<file path="src/rtl/lcd_hd44780_ctrl.sv">
// ============================================================================
// Module   : lcd_hd44780_ctrl
// Purpose  : HD44780 16x2 character-LCD controller driven by a host PIO word.
//            Runs the power-on wait and the 4-entry init sequence by itself.
//            It then turns each toggled host command into one timed
//            RS/EN/DATA write cycle. A 1-deep pending buffer holds one command
//            that arrives while the controller is busy.
// Ports    : clk_clk        - system clock, same domain as the PIO
//            reset_reset_n  - asynchronous active-low reset
//            cmd_word       - [7:0] data, [8] RS, [29] backlight,
//                             [30] overrun clear (level), [31] toggle
//            lcd_data/rs/rw/en/on/blon - LCD pins
//            status         - [31] busy, [30] overrun, [29] pending,
//                             [28] init_done, [7:0] completed command count
// Revision : 1.0 - initial release
// ============================================================================
`default_nettype none

module lcd_hd44780_ctrl #(
    parameter int POWERON_CYC    = 750000,
    parameter int SETUP_CYC      = 4,
    parameter int EN_CYC         = 25,
    parameter int HOLD_CYC       = 4,
    parameter int SHORT_WAIT_CYC = 2000,
    parameter int LONG_WAIT_CYC  = 82000
) (
    input  logic        clk_clk,
    input  logic        reset_reset_n,
    input  logic [31:0] cmd_word,
    output logic [7:0]  lcd_data,
    output logic        lcd_rs,
    output logic        lcd_rw,
    output logic        lcd_en,
    output logic        lcd_on,
    output logic        lcd_blon,
    output logic [31:0] status
);

    localparam logic [31:0] PWR_LAST   = 32'(POWERON_CYC - 1);
    localparam logic [31:0] SETUP_LAST = 32'(SETUP_CYC - 1);
    localparam logic [31:0] EN_LAST    = 32'(EN_CYC - 1);
    localparam logic [31:0] HOLD_LAST  = 32'(HOLD_CYC - 1);
    localparam logic [31:0] SHORT_LAST = 32'(SHORT_WAIT_CYC - 1);
    localparam logic [31:0] LONG_LAST  = 32'(LONG_WAIT_CYC - 1);

    typedef enum logic [2:0] {
        PWRON_WAIT = 3'd0,
        INIT       = 3'd1,
        IDLE       = 3'd2,
        SETUP      = 3'd3,
        EN_HIGH    = 3'd4,
        HOLD       = 3'd5,
        EXEC_WAIT  = 3'd6
    } state_t;

    state_t      state;
    logic [31:0] cnt;
    logic [1:0]  init_idx;
    logic        in_init;
    logic        last_toggle;
    logic        start_req;      // command captured while idle, starts next cycle
    logic [8:0]  start_cmd;
    logic        pend_valid;     // command captured while busy
    logic [8:0]  pend_cmd;
    logic        overrun;
    logic        init_done;
    logic        busy;
    logic [7:0]  done_cnt;

    function automatic logic [7:0] init_rom(input logic [1:0] idx);
        case (idx)
            2'd0:    init_rom = 8'h38;   // 8-bit bus, 2 lines, 5x8 font
            2'd1:    init_rom = 8'h0C;   // display on, cursor off
            2'd2:    init_rom = 8'h01;   // clear display
            default: init_rom = 8'h06;   // entry mode: increment, no shift
        endcase
    endfunction

    logic       detect;
    logic [8:0] new_cmd;
    logic       issue_pend;
    logic       to_start;
    logic       slot_free;
    logic       drop;
    logic       long_wait;
    logic [31:0] wait_last;
    logic       unused_cmd_bits;

    assign detect     = cmd_word[31] != last_toggle;
    assign new_cmd    = cmd_word[8:0];
    assign issue_pend = (state == IDLE) && !start_req && pend_valid;
    assign to_start   = detect && (state == IDLE) && !start_req && !pend_valid;
    // The pending slot counts as free when it is being issued this very cycle.
    assign slot_free  = !pend_valid || issue_pend;
    assign drop       = detect && !to_start && !slot_free;
    // Clear and return-home style commands need the long execution time.
    assign long_wait  = !lcd_rs && (lcd_data == 8'h01 || lcd_data == 8'h02 ||
                                    lcd_data == 8'h03);
    assign wait_last  = long_wait ? LONG_LAST : SHORT_LAST;

    assign unused_cmd_bits = &{1'b0, cmd_word[28:9]};

    assign lcd_rw = 1'b0;
    assign status = {busy, overrun, pend_valid, init_done, 20'd0, done_cnt};

    always_ff @(posedge clk_clk or negedge reset_reset_n) begin
        if (!reset_reset_n) begin
            state       <= PWRON_WAIT;
            cnt         <= '0;
            init_idx    <= '0;
            in_init     <= 1'b0;
            last_toggle <= 1'b0;
            start_req   <= 1'b0;
            start_cmd   <= '0;
            pend_valid  <= 1'b0;
            pend_cmd    <= '0;
            overrun     <= 1'b0;
            init_done   <= 1'b0;
            busy        <= 1'b0;
            done_cnt    <= '0;
            lcd_data    <= '0;
            lcd_rs      <= 1'b0;
            lcd_en      <= 1'b0;
            lcd_on      <= 1'b0;
            lcd_blon    <= 1'b0;
        end else begin
            lcd_on   <= 1'b1;
            lcd_blon <= cmd_word[29];

            // Host command intake
            if (detect) begin
                last_toggle <= cmd_word[31];
            end
            if (to_start) begin
                start_req <= 1'b1;
                start_cmd <= new_cmd;
            end
            if (issue_pend) begin
                pend_valid <= 1'b0;
            end
            if (detect && !to_start && slot_free) begin
                pend_valid <= 1'b1;
                pend_cmd   <= new_cmd;
            end
            if (drop) begin
                overrun <= 1'b1;
            end else if (cmd_word[30]) begin
                overrun <= 1'b0;
            end

            case (state)
                PWRON_WAIT: begin
                    busy <= 1'b1;
                    if (cnt == PWR_LAST) begin
                        cnt   <= '0;
                        state <= INIT;
                    end else begin
                        cnt <= cnt + 32'd1;
                    end
                end
                INIT: begin
                    in_init  <= 1'b1;
                    init_idx <= 2'd0;
                    lcd_rs   <= 1'b0;
                    lcd_data <= init_rom(2'd0);
                    state    <= SETUP;
                end
                IDLE: begin
                    if (start_req) begin
                        start_req          <= 1'b0;
                        {lcd_rs, lcd_data} <= start_cmd;
                        busy               <= 1'b1;
                        state              <= SETUP;
                    end else if (pend_valid) begin
                        {lcd_rs, lcd_data} <= pend_cmd;
                        busy               <= 1'b1;
                        state              <= SETUP;
                    end
                end
                SETUP: begin
                    if (cnt == SETUP_LAST) begin
                        cnt    <= '0;
                        lcd_en <= 1'b1;
                        state  <= EN_HIGH;
                    end else begin
                        cnt <= cnt + 32'd1;
                    end
                end
                EN_HIGH: begin
                    if (cnt == EN_LAST) begin
                        cnt    <= '0;
                        lcd_en <= 1'b0;
                        state  <= HOLD;
                    end else begin
                        cnt <= cnt + 32'd1;
                    end
                end
                HOLD: begin
                    if (cnt == HOLD_LAST) begin
                        cnt   <= '0;
                        state <= EXEC_WAIT;
                    end else begin
                        cnt <= cnt + 32'd1;
                    end
                end
                EXEC_WAIT: begin
                    if (cnt == wait_last) begin
                        cnt <= '0;
                        if (in_init) begin
                            if (init_idx == 2'd3) begin
                                in_init   <= 1'b0;
                                init_done <= 1'b1;
                                busy      <= 1'b0;
                                state     <= IDLE;
                            end else begin
                                init_idx <= init_idx + 2'd1;
                                lcd_rs   <= 1'b0;
                                lcd_data <= init_rom(init_idx + 2'd1);
                                state    <= SETUP;
                            end
                        end else begin
                            done_cnt <= done_cnt + 8'd1;
                            busy     <= 1'b0;
                            state    <= IDLE;
                        end
                    end else begin
                        cnt <= cnt + 32'd1;
                    end
                end
                default: begin
                    busy  <= 1'b0;
                    state <= IDLE;
                end
            endcase
        end
    end

endmodule

`default_nettype wire

</file>
<file path="config.mk">
export PLATFORM = sky130hd
export DESIGN_NAME = lcd_hd44780_ctrl
export DESIGN_NICKNAME = d
export VERILOG_FILES = /design/src/rtl/lcd_hd44780_ctrl.sv
export SDC_FILE = /design/constraint.sdc
export NUM_CORES = 1
export LEC_CHECK = 0
export ABC_AREA = 1
export CORE_MARGIN = 10
export CORE_UTILIZATION = 55
export DETAILED_ROUTE_END_ITERATION = 6
export PLACE_DENSITY = 0.78
export SLEW_MARGIN = 25
export SYNTH_ARGS = -nofsm -noshare
export SYNTH_HDL_FRONTEND = slang
export SYNTH_SLANG_ARGS = --single-unit
</file>
<file path="constraint.sdc">
create_clock -name clk_clk -period 4.8 [get_ports clk_clk]
set_clock_uncertainty 0.05 [all_clocks]
set_input_delay 0.96 -clock clk_clk [delete_from_list [all_inputs] [get_ports clk_clk]]
set_output_delay 0.96 -clock clk_clk [all_outputs]
set_load 0.02 [all_outputs]
</file>
==> impl_metrics.ini <==
[clock_network]
cts_setup_buffers = 0
cts_tree = built
htree_levels = 3
hold_buffers = 0
cts-resized-gates = 0
cts_buffers = 9
cts_buffer_depth = 2
cts_root_buf = clkbuf_8
clock_latency_ps = 350
clk_pin_slew_ps = 80
clock_sinks = 82

[finish]
fin_nets = 753
layout_commonest_cell = nand2_1
mostFrequentLayoutCells = nand2_1, inv_1, dfrtp_1, nor2_1, nand3_1
fillCellCount = 831
final_layout_size_suffix_gt1_frac = 0.112
num_antenna_cells = 0
area_growth_pct = 9.60
fin_cells = 828
postLayoutCellArea_sq_um = 5630

[detailed_routing]
drt_iter0_drc = 226
wl_um = 11500
drtAntennaViolNets = 0
drc = 0
drt-pass1-iter-count = 5
vias_per_cell = 5.20
vias = 4302
wire_per_inst_um = 13.8

[floorplan]
pin_count = 79
start_util = 0.561
dieArea_sq_um = 13600
die_height_um = 117
die_x_um = 117
fp.coreArea_sq_um = 9150
num_rows = 35

[setup_path]
critical_path_required_ps = 3790
startpoint_type = register
slowest_stage = clkdlybuf4s50_1
path_max_fanout = 3
worst-path-buf-inv = 1
crit_chain = clkdlybuf4s50_1
crit_type = reg2out
cpPeakStageDelay_ps = 640
arrival_ps = 1430
endpoint_kind = output port
cp_top_family = buffers and inverters

[place]
port_buffers = 37
gp_congestion = 0.921
dp.cells = 813
place_hpwl_um = 8550
place_area_sq_um = 5420

[sta]
fmax_mhz = 410
fin_crit_sh = 0.508
final_max_slew_viol_count = 0
setup-violations-final = 0
maxSlewHeadroom = 0.513
hold_viol_final = 0
fin_crit_ps = 2440
tightest_slew_ps = 728
grt_setup_unrepaired = no
hold_ws_ps = 442
fin_setup_tns_ps = 0

[power]
internal_power_uw = 979
swShare = 0.231
leakagePower_uw = 0.00285
ir_drop_uv = 144
p_switching_uw = 293
p_clk_frac = 0.408
combPwrFrac = 0.043
cellPowerDensity_nw_per_um2 = 226
seqPwrFrac = 0.549

[grt]
grt_max_degree = 83
grtUsageTotal = 0.173
grt_pass1_vias = 4132
grt_first_pass_wirelength_um = 19200
antenna_found_initial = 0
overflow = 0

[synth]
syn-cell-area_sq_um = 5130
yosys_most_used_dff = dfrtp_1
yosys-top-cells-area = dfrtp_1, nand2_1, inv_1
syn_avg_cell_area_sq_um = 7.49
yosys.area.top_type = dfrtp_1
synth_edf_count = 0
yosysUniqueCellTypes = 43
seq_area_frac_synth = 0.400
synth_top_area_share = 0.400
ys_warn_count = 0
synth_cells = 686
ys_seq_elements = 82
synthArstFlopShare = 1.00

[status]
outcome = finished, final reports clean

[worst_hold_path]
hp-class = reg2reg

[run]
max-cap-violations = 0
-- sequential cells by signal (all words and copies together) (netlist names) --
name and count:
overrun 1, busy 1, start_req 1, lcd_blon 1, lcd_data 8, lcd_rs 1
done_cnt 8, state 3, pend_valid 1, pend_cmd 9, in_init 1, cnt 32
last_toggle 1, start_cmd 9, init_idx 2, lcd_en 1, init_done 1, lcd_on 1
-- logic make-up (layout without fill, tap and decap cells) --
kind of cell,after synthesis,count (layout),share of synthesized area
AND/OR/NAND/NOR,352,352,0.320
buffers and inverters,143,154,0.133
flip-flops,82,82,0.400
AO/OA/AOI/OAI,75,75,0.0865
XOR/XNOR,26,26,0.0443
adder cells (fa/ha/maj),6,6,0.0146
other,2,22,0.00146
-- cell usage after synthesis (all sizes together), types with 4 or more instances --
library cell	n
xor2	23
nand3	63
o21ai	52
ha	6
clkbuf	4
dfrtp	82
a21oi	16
nor2	79
buf	38
nand2	170
nand4	17
inv	100
nor3	17
-- power by group through the flow --
stage	Combinational (uW)	Sequential, uW	Clock [uW]
finish	54.7	699	519
CTS	55.3	699	528
detailed placement	55.2	713	0
global placement	54.5	713	0
floorplan	39.5	714	0
global route	61.9	700	559
-- worst min-delay path: cells and delay by family (launching register included) --
kind | cells | cell delay, ps
flops | 1 | 350
compound gates | 1 | 60
simple gates | 1 | 50
-- area by class of cell --
class,instances,area [sq um],area share
Inverter,101,380,0.0676
Clock buffer,11,151,0.0269
Tap cell,111,139,0.0247
Sequential cell,82,2050,0.365
Clock inverter,4,51.3,0.00912
Timing Repair Buffer,38,379,0.0674
Multi-Input combinational cell,481,2470,0.440
-- metal layers --
metal  routed length [um]  GRT usage
met1                 4980      0.209
met2                 5740      0.302
met3                  587     0.0339
met4                  158     0.0585
met5                    0          0
-- path summary, 6_finish.rpt --
check | from | end | slack [ps] | depth (start not counted)
max in group asynchronous | reset_reset_n | lcd_data[7] | 3600 | 1
worst max-delay path | lcd_data[3] | lcd_data[3] | 2360 | 1
worst min-delay path | busy | busy | 440 | 2
worst min register to register | busy | busy | 440 | 2
worst max register to register | state[1] | cnt[20] | 2480 | 9
min in group asynchronous | reset_reset_n | cnt[6] | 580 | 1
-- stage by stage --
stage | setup WS [ps] | power [uW] | utilization
detailed placement | 2440 | 768 | 0.592
CTS | 2360 | 1280 | 0.614
finish | 2360 | 1270 | 0.615
floorplan | 3010 | 753 | -
global route | 2300 | 1320 | 0.615
global placement | 2490 | 767 | 0.592
(Power assumes the default switching activity.)
